<file path="src/rtl/mem_responder_pkg.sv">
// Shared types and geometry for the direct-mapped, write-through mem_responder cache.
package mem_responder_pkg;

  localparam int LINES_DEF = 16;
  localparam int WORDS_DEF = 4;
  localparam int OFF_W_DEF = $clog2(WORDS_DEF);
  localparam int IDX_W_DEF = $clog2(LINES_DEF);
  localparam int TAG_W_DEF = 32 - IDX_W_DEF - OFF_W_DEF - 2;

  typedef enum logic [1:0] {
    IDLE       = 2'd0,
    REFILL     = 2'd1,
    RESPOND    = 2'd2,
    WRITE_THRU = 2'd3
  } state_e;

endpackage

</file>
<file path="src/rtl/mem_responder_cache_line_store.sv">
// Valid/tag/data arrays: combinational read port, synchronous word/tag write port.
module cache_line_store
  import mem_responder_pkg::*;
#(
  parameter int LINES = LINES_DEF,
  parameter int WORDS = WORDS_DEF,
  parameter int IDX_W = $clog2(LINES),
  parameter int OFF_W = $clog2(WORDS),
  parameter int TAG_W = 32 - IDX_W - OFF_W - 2
) (
  input  logic             clk,
  input  logic             reset,
  input  logic [IDX_W-1:0] rd_index,
  input  logic [OFF_W-1:0] rd_offset,
  output logic             rd_valid,
  output logic [TAG_W-1:0] rd_tag,
  output logic [31:0]      rd_word,
  input  logic [IDX_W-1:0] wr_index,
  input  logic [OFF_W-1:0] wr_offset,
  input  logic             word_we,
  input  logic [31:0]      wr_word,
  input  logic             line_inv,
  input  logic             line_set,
  input  logic [TAG_W-1:0] wr_tag
);

  logic [LINES-1:0] valid_q, valid_d;
  logic [TAG_W-1:0] tag_q  [LINES];
  logic [31:0]      data_q [LINES][WORDS];

  assign rd_valid = valid_q[rd_index];
  assign rd_tag   = tag_q[rd_index];
  assign rd_word  = data_q[rd_index][rd_offset];

  always_comb begin
    valid_d = valid_q;
    if (line_inv) valid_d[wr_index] = 1'b0;
    if (line_set) valid_d[wr_index] = 1'b1;
  end

  always_ff @(posedge clk or posedge reset) begin
    if (reset) valid_q <= '0;
    else       valid_q <= valid_d;
  end

  // Tag and data contents survive reset; only the valid bits are cleared.
  always_ff @(posedge clk) begin
    if (line_set) tag_q[wr_index] <= wr_tag;
    if (word_we)  data_q[wr_index][wr_offset] <= wr_word;
  end

endmodule

</file>
<file path="src/rtl/mem_responder.sv">
// Direct-mapped, write-through, no-write-allocate cache responder with word-by-word refill.
//   state      | meaning
//   IDLE       | serve hits, decode new miss or store
//   REFILL     | fetch WORDS beats of the missing line from backing memory
//   RESPOND    | one cycle presenting the requested word after refill
//   WRITE_THRU | forward the store to backing memory, patch the line if it hits
module mem_responder
  import mem_responder_pkg::*;
#(
  parameter int LINES = LINES_DEF,
  parameter int WORDS = WORDS_DEF
) (
  input  logic        clk,
  input  logic        reset,
  input  logic        memRead,
  input  logic        memWrite,
  input  logic [31:0] address,
  input  logic [31:0] writeData,
  output logic [31:0] readData,
  output logic        stall,
  output logic        extReq,
  output logic        extWe,
  output logic [31:0] extAddr,
  output logic [31:0] extWdata,
  input  logic [31:0] extRdata,
  input  logic        extAck
);

  localparam int OFF_W = $clog2(WORDS);
  localparam int IDX_W = $clog2(LINES);
  localparam int TAG_W = 32 - IDX_W - OFF_W - 2;
  localparam logic [OFF_W-1:0] LAST_BEAT = OFF_W'(WORDS - 1);

  state_e           state_q, state_d;
  logic [OFF_W-1:0] beat_q, beat_d;

  logic [OFF_W-1:0] offset;
  logic [IDX_W-1:0] index;
  logic [TAG_W-1:0] tag;
  logic             rd_valid, line_hit, hit;
  logic [TAG_W-1:0] rd_tag;
  logic [31:0]      rd_word;
  logic             word_we, line_inv, line_set;
  logic [OFF_W-1:0] wr_offset;
  logic [31:0]      wr_word;

  assign offset   = address[OFF_W+1:2];
  assign index    = address[OFF_W+IDX_W+1:OFF_W+2];
  assign tag      = address[31:OFF_W+IDX_W+2];
  assign line_hit = rd_valid && (rd_tag == tag);
  assign hit      = memRead && line_hit;

  cache_line_store #(
    .LINES(LINES), .WORDS(WORDS), .IDX_W(IDX_W), .OFF_W(OFF_W), .TAG_W(TAG_W)
  ) u_store (
    .clk      (clk),
    .reset    (reset),
    .rd_index (index),
    .rd_offset(offset),
    .rd_valid (rd_valid),
    .rd_tag   (rd_tag),
    .rd_word  (rd_word),
    .wr_index (index),
    .wr_offset(wr_offset),
    .word_we  (word_we),
    .wr_word  (wr_word),
    .line_inv (line_inv),
    .line_set (line_set),
    .wr_tag   (tag)
  );

  always_ff @(posedge clk or posedge reset) begin
    if (reset) begin
      state_q <= IDLE;
      beat_q  <= '0;
    end else begin
      state_q <= state_d;
      beat_q  <= beat_d;
    end
  end

  // Outputs are forced quiet while reset is held so they drop the instant it asserts.
  always_comb begin
    state_d   = state_q;
    beat_d    = beat_q;
    stall     = 1'b0;
    extReq    = 1'b0;
    extWe     = 1'b0;
    extAddr   = '0;
    extWdata  = '0;
    readData  = '0;
    word_we   = 1'b0;
    wr_offset = offset;
    wr_word   = writeData;
    line_inv  = 1'b0;
    line_set  = 1'b0;
    if (!reset) begin
      case (state_q)
        IDLE: begin
          if (memWrite) begin
            stall   = 1'b1;
            state_d = WRITE_THRU;
          end else if (memRead) begin
            if (hit) begin
              readData = rd_word;
            end else begin
              // Drop the victim line now so a partially refilled line never looks valid.
              stall    = 1'b1;
              line_inv = 1'b1;
              beat_d   = '0;
              state_d  = REFILL;
            end
          end
        end
        REFILL: begin
          stall   = 1'b1;
          extReq  = 1'b1;
          extAddr = {tag, index, beat_q, 2'b00};
          if (extAck) begin
            word_we   = 1'b1;
            wr_offset = beat_q;
            wr_word   = extRdata;
            beat_d    = beat_q + 1'b1;
            if (beat_q == LAST_BEAT) begin
              line_set = 1'b1;
              state_d  = RESPOND;
            end
          end
        end
        RESPOND: begin
          readData = rd_word;
          state_d  = IDLE;
        end
        WRITE_THRU: begin
          stall    = 1'b1;
          extReq   = 1'b1;
          extWe    = 1'b1;
          extAddr  = address & ~32'h3;
          extWdata = writeData;
          if (extAck) begin
            stall   = 1'b0;
            word_we = line_hit;
            state_d = IDLE;
          end
        end
        default: state_d = IDLE;
      endcase
    end
  end

endmodule

</file>
<file path="config.mk">
export PLATFORM = sky130hd
export DESIGN_NAME = mem_responder
export DESIGN_NICKNAME = d
export VERILOG_FILES = /design/src/rtl/mem_responder_pkg.sv /design/src/rtl/mem_responder_cache_line_store.sv /design/src/rtl/mem_responder.sv
export SDC_FILE = /design/constraint.sdc
export NUM_CORES = 2
export LEC_CHECK = 0
export CORE_UTILIZATION = 50
export CTS_BUF_LIST = sky130_fd_sc_hd__clkbuf_8
export DETAILED_ROUTE_END_ITERATION = 12
export GPL_TIMING_DRIVEN = 0
export PLACE_DENSITY = 0.66
export SETUP_SLACK_MARGIN = 0.15
export SLEW_MARGIN = 20
export SYNTH_ARGS = -nofsm -noshare
export SYNTH_HDL_FRONTEND = slang
export SYNTH_HIERARCHICAL = 1
export SYNTH_SLANG_ARGS = --single-unit
</file>
<file path="constraint.sdc">
create_clock -name clk -period 4.98 [get_ports clk]
set_input_delay 0.996 -clock clk [delete_from_list [all_inputs] [get_ports clk]]
set_output_delay 0.996 -clock clk [all_outputs]
set_load 0.02 [all_outputs]
</file>
Word-level counts from Yosys, hierarchy flattened
Memories as Yosys holds them, arrays and structs flattened.
Cells that the tools add are included.

word-level totals
  register bits after elaboration = 20
  RAM bits = 2432
  bits of input ports = 101
  output and inout bits = 99
  logic and storage cells = 102
  memories = 2

cells by class
  add/subtract/negate cells = 1
  order comparisons = 5
  equality and inequality tests = 13
  multiplexer cells = 63
  bitwise logic cells = 6
  reduce and logical (&&, ||, !) cells = 9

memory list
  memory          words  width  rd ports  clocked after Yosys merged registers in  write ports  line                                  source
  u_store.data_q  16     128    1         0                                        1            mem_responder_cache_line_store.sv:29  logic [31:0] data_q [LINES][WORDS];
  u_store.tag_q   16     24     1         0                                        1            mem_responder_cache_line_store.sv:28  logic [TAG_W-1:0] tag_q [LINES];

operators by type and width
  kind                                                                                 count
  32-bit two-way mux                                                                   13
  128-bit two-way mux                                                                  1
  32-bit case mux with 2 select lines                                                  2
  32-bit binary-select mux with 2-bit select                                           1
  32-bit demux with 2-bit select                                                       1
  16-bit two-way mux                                                                   2
  2-bit two-way mux                                                                    13
  24-bit == test                                                                       1
  1-bit two-way mux                                                                    24
  16-bit AND                                                                           1
  16-bit inverter                                                                      1
  16-bit bitwise OR                                                                    1
  2-bit inequality test, second input constant                                         6
  6-bit AND reduction                                                                  2
  2-bit case mux with 4 select lines                                                   1
  2-bit == test, second input constant                                                 3
  3-bit greater-or-equal comparator, second input constant                             2
  3-bit inequality test, second input constant                                         2
  2-bit inverter with 3-bit output                                                     2
  4-bit by 5-bit < comparator with 1-bit output, second input constant                 1
  1-bit binary-select mux with 4-bit select                                            1
  1-bit demux with 4-bit select                                                        1
  4-bit by 1-bit greater-or-equal comparator with 1-bit output, second input constant  1
  1-bit logical AND                                                                    4
  other kinds (10)                                                                     10

Logic depth before layout (Yosys ltp)
  depth in word-level cells = 12
  gate-level depth with buffers = 17
  gate-level depth less buffers = 10

Cells and area by module
The synthesis kept the hierarchy.

modules (own cells, without submodules)
  module            instances  cells an instance  area each (um^2)  seq. area each (um^2)
  cache_line_store  1          4185               93704.9           73430.4
  mem_responder     1          312                2260.9            100.1

Worst setup path before layout
OpenSTA, ideal clock, no wires.

  kind = input-to-reg
  start point = input address[5]
  end point = memory u_store/data_q[0][100] (netlist name), enable pin
  library setup time = 0.421 ns
  data arrival time = 6.217 ns
  data required time = 4.559 ns
  slack = -1.658 ns
  stages = 15
  path buffers = 7
  cell sequence = buf_2 buf_4 buf_2 clkbuf_1 mux4_2 mux4_2 xnor2_1 nand4_1 or4_4 buf_6 o41ai_1 or3b_2 clkbuf_1 clkbuf_1 nor2_1

on the way
  word-level cells in the longest chain between the ends = 8
  elaborated cells on any way between the ends = 10
  classes of those cells = 1 x eq/ne; 7 x mux; 1 x reduce/logical; 1 x memory

RTL lines
  element                                    line                                  source
  from (decl)                                mem_responder.sv:17                   input logic [31:0] address,
  memory read 16 x 24 bit                    -
  via rd_tag[15]                             mem_responder.sv:41                   logic [TAG_W-1:0] rd_tag;
  24-bit == test                             mem_responder.sv:50                   assign line_hit = rd_valid && (rd_tag == tag);
  1-bit logical AND                          mem_responder.sv:50
  1-bit two-way mux                          mem_responder.sv:140                  if (extAck) begin
  1-bit case mux with 2 select lines         mem_responder.sv:98                   case (state_q)
  1-bit two-way mux                          mem_responder.sv:97                   if (!reset) begin
  via word_we                                mem_responder.sv:43                   logic word_we, line_inv, line_set;
  1-bit two-way mux                          mem_responder_cache_line_store.sv:49  if (word_we) data_q[wr_index][wr_offset] <= wr_word;
  128-bit two-way mux (implied by the code)  mem_responder_cache_line_store.sv:49
  to (decl)                                  mem_responder_cache_line_store.sv:29

The timed path passes the listed nets, and every way through them passes these cells. The select of a mux whose other input is x is not followed.

Final worst setup path
  start point = input address[6]
  end point = output readData[25]

on the way
  word-level cells in the longest chain between the ends = 9
  elaborated cells on any way between the ends = 15
  classes of those cells = 1 x eq/ne; 10 x mux; 2 x reduce/logical; 2 x memory

RTL lines
  element                                                     line                                  source
  memory read 16 x 128 bit (*)                                -
  32-bit binary-select mux with 2-bit select (*)              mem_responder_cache_line_store.sv:33  assign rd_word = data_q[rd_index][rd_offset];
  32-bit two-way mux (implied by the code) (*) (2 in series)  mem_responder_cache_line_store.sv:33
  via rd_word[25]                                             mem_responder.sv:42                   logic [31:0] rd_word;
  32-bit two-way mux                                          mem_responder.sv:104                  if (hit) begin
  32-bit two-way mux                                          mem_responder.sv:103                  end else if (memRead) begin
  32-bit two-way mux                                          mem_responder.sv:100                  if (memWrite) begin
  32-bit case mux with 2 select lines (*)                     mem_responder.sv:98
  32-bit two-way mux (*)                                      mem_responder.sv:97
  to (decl)                                                   mem_responder.sv:19                   output logic [31:0] readData,

The timed path passes the listed nets; every way through them passes the cells marked *. The select of a mux whose other input is x is not followed.

==> impl_metrics.yaml <==
routing:
  vias: 52000
  via_per_inst: 6.35
  drtIter0Drc: 7289
  dr.pass1.iters: 6
  postRouteAntennaNets: 0
  wl_per_cell_um: 34.3
  routed_wl_um: 281000
  drc: 0
place:
  hpwl_um: 180000
  io_buffers: 195
  routabilityCongestion: 0.917
cts:
  cts.htree.levels: 5
  clock_sinks: 2452
  worstSkewPairLatency_ps: 1100
  cts_tree: "yes"
  clk_pin_slew_ps: 60
  clockRootBuffer: "clkbuf_8"
  cts_inserted_buffers: 402
  cts_hold_buf: 0
  cts_buffer_depth: 4
yosys:
  synth_async_sr_flop_share_pct: 0.816
  synth_warnings: 6
  syn-cell-area_um2: 96000
  syn_avg_cell_area_um2: 21.3
  synthDistinctLibCells: 55
  synth-edff-count: 2432
  syn_inst: 4497
  synthFlopType: "edfxtp_1"
  synth-seq-cells: 2452
  yosysSeqAreaShare_pct: 76.6
floorplan:
  die_y_um: 440
  initial_utilization_pct: 50.4
  core_um2: 190000
  die_area_um2: 194000
  io_pins: 200
  core.rowCount: 160
  die_w_um: 440
hold_path:
  hp-class: "input pin to async pin"
global_route:
  antenna_found_initial: 8
  grtUsageTotal_pct: 28.5
  grt_pass1_wl_um: 383000
  grt_pass1_vias: 51000
  grt_start_max_net_pins: 65
  grt.overflow.total: 0
critical_path:
  timing.rr.end: "u_store/data_q[1][111]"
  r2r_slack_ps: 70
  timing_worst_setup_path_type: "input pin to output pin"
  critPathMaxFanout: 10
  crit_path_end_kind: "output pin"
  start_kind: "input pin"
  cp_data_required_time_ps: 3980
  rr_worst_depth: 12
  arrival_ps: 4810
  worstReg2RegStart: "u_store/tag_q[12][21]"
power_and_ir_drop:
  p_leak_nw: 37.7
  finalPower_mw: 43.2
  power_density_nw_per_um2: 376
  vdd_ir_drop_max_mv: 0.222
sta:
  skew_ps: 100
  finalHoldViolCount: 0
  hold_slack_ps: 334
  fin_crit_sh_pct: 117
  setup_viol: 572
  rsz0062_at_grt: "yes"
  max_slew_margin_pct: 23.3
  maxSlewViolCount: 0
  tightest_slew_ps: 1150
  finalWorstSetupSlack_ps: -828
  clock.fmax_ghz: 0.172
  post-route-min-period_ps: 5810
outcome:
  violations: "negative setup slack"
  status: "finished, violations left"
flow_run:
  cap_viol_max_count: 0
layout:
  final_layout_size_suffix_gt1_share_pct: 30.2
  final_nets: 5495
  fin_util_pct: 60.5
  n_fill_cell: 13200
  area_growth_pct: 20.0
==> synthesized netlist by cell type, types with 39 or more instances <==
cell      instances  area share, %
a211oi_1         57           0.45
a21oi_1          69           0.36
a22oi_1         132            1.0
and2_1           39           0.25
and3_1           69           0.45
buf_2            52           0.27
buf_6            45           0.53
clkbuf_1        132           0.52
edfxtp_1       2432             76
mux2_2           42           0.49
mux2i_1         197            2.1
mux4_2          548             13
nand2_1          88           0.34
nand3_1         133           0.69
nor2_1           81           0.32
nor2b_1          75           0.49
o22ai_1          40           0.26
==> stage by stage <==
stage / TNS (ps) / instances / cell area (um^2) / setup WS [ps]
2_1_floorplan: -568000 / 4498 / 96600 / -346
3_3_place_gp: -9599080 / 7204 / 102000 / -4990
3_5_place_dp: -8087050 / 7324 / 105000 / -4410
4_1_cts: -68830 / 8111 / 114000 / -696
6_report: -64270 / 8200 / 115000 / -828
5_1_grt: -61740 / 8192 / 115000 / -740
==> routing by layer <==
layer | part of all wire, % | vias to the layer above | GRT usage (%)
met5 | 0.041 | - | 0
met4 | 5.7 | 6 | 14.6
li1 | - | 20800 | -
met3 | 9.9 | 614 | 5.44
met1 | 37 | 27400 | 38.2
met2 | 48 | 3262 | 45.0
==> cell usage in the layout (no fill, tap or decap), types with 18 or more instances in the layout <==
master           instances
edfxtp_1              2432
mux4_2                 548
clkbuf_8               415
mux2i_1                195
clkdlybuf4s50_1        156
buf_4                  149
inv_1                  136
nand3_1                132
a22oi_1                132
buf_12                 107
clkinv_1                98
clkbuf_1                94
nand2_1                 86
buf_16                  79
nor2b_1                 73
buf_6                   69
a21oi_1                 68
nor2_4                  67
and3_1                  59
a211oi_1                54
o22ai_1                 40
clkinv_2                34
buf_2                   32
and2_1                  32
o31ai_4                 32
mux2_4                  30
a211o_1                 26
clkbuf_16               20
dfrtp_1                 20
o2111ai_1               20
clkbuf_2                18
==> report_power, final <==
part	leakage, nW	switching [mW]	internal (mW)
clock	4.05	7.77	7.90
sequential	22.1	0.0624	23.4
combinational	11.5	2.73	1.35
==> worst max-delay path: stages <==
cell	delay [ps]
buf_6	180
buf_12	160
buf_4	170
buf_2	430
buf_2	540
mux4_2	300
nand3_1	90
nand3_1	150
a21oi_1	170
a221oi_2	760
nand3_1	260
o31ai_4	380
buf_6	170
==> area by class of cell <==
| cell class | count | area (um^2) | share of cell area [%] |
|---|---|---|---|
| Inverter | 5 | 18.8 | 0.0163 |
| Clock buffer | 407 | 5600 | 4.87 |
| Multi-Input combinational cell | 1765 | 22100 | 19.2 |
| Sequential cell | 2452 | 73500 | 63.9 |
| Clock inverter | 280 | 1330 | 1.16 |
| Timing Repair Buffer | 488 | 6910 | 6.01 |
| Buffer | 279 | 2450 | 2.12 |
| Tap cell | 2511 | 3140 | 2.73 |
| Antenna cell | 13 | 32.5 | 0.0283 |
==> registers in the layout, indices dropped and copies added, names as in the netlist <==
name / count
state_q: 2
u_store/tag_q: 384
u_store/data_q: 2048
u_store/valid_q: 16
beat_q: 2
==> worst max path at each step <==
| stage | startpoint | endpoint | slack, ps | cells after the start |
|---|---|---|---|---|
| 2_1_floorplan | address[4] | u_store/data_q[0][100] | -350 | 15 |
| 3_3_place_gp | address[6] | u_store/data_q[11][43] | -4990 | 15 |
| 3_5_place_dp | address[6] | u_store/data_q[8][7] | -4410 | 16 |
| 4_1_cts | address[4] | readData[29] | -700 | 14 |
| 5_1_grt | address[4] | readData[8] | -740 | 16 |
| 6_report | address[6] | readData[25] | -830 | 13 |
==> cell families after synthesis <==
logic type / share of synthesized area [%]
XOR/XNOR: 0.219
multiplexers: 15.4
AO/OA/AOI/OAI: 3.27
flip-flops: 76.6
AND/OR/NAND/NOR: 2.80
buffers and inverters: 1.66
adder cells (fa/ha/maj): 0.0130
other: 0.00391
==> timing repair <==
action	4_1_cts	5_1_grt
endpoints found under the setup margin	2152	1461
gates resized for setup	474	44
cloned	6	20
buffers inserted	94	56
pin swaps	71	17
Power figures use the tool's default switching activity.
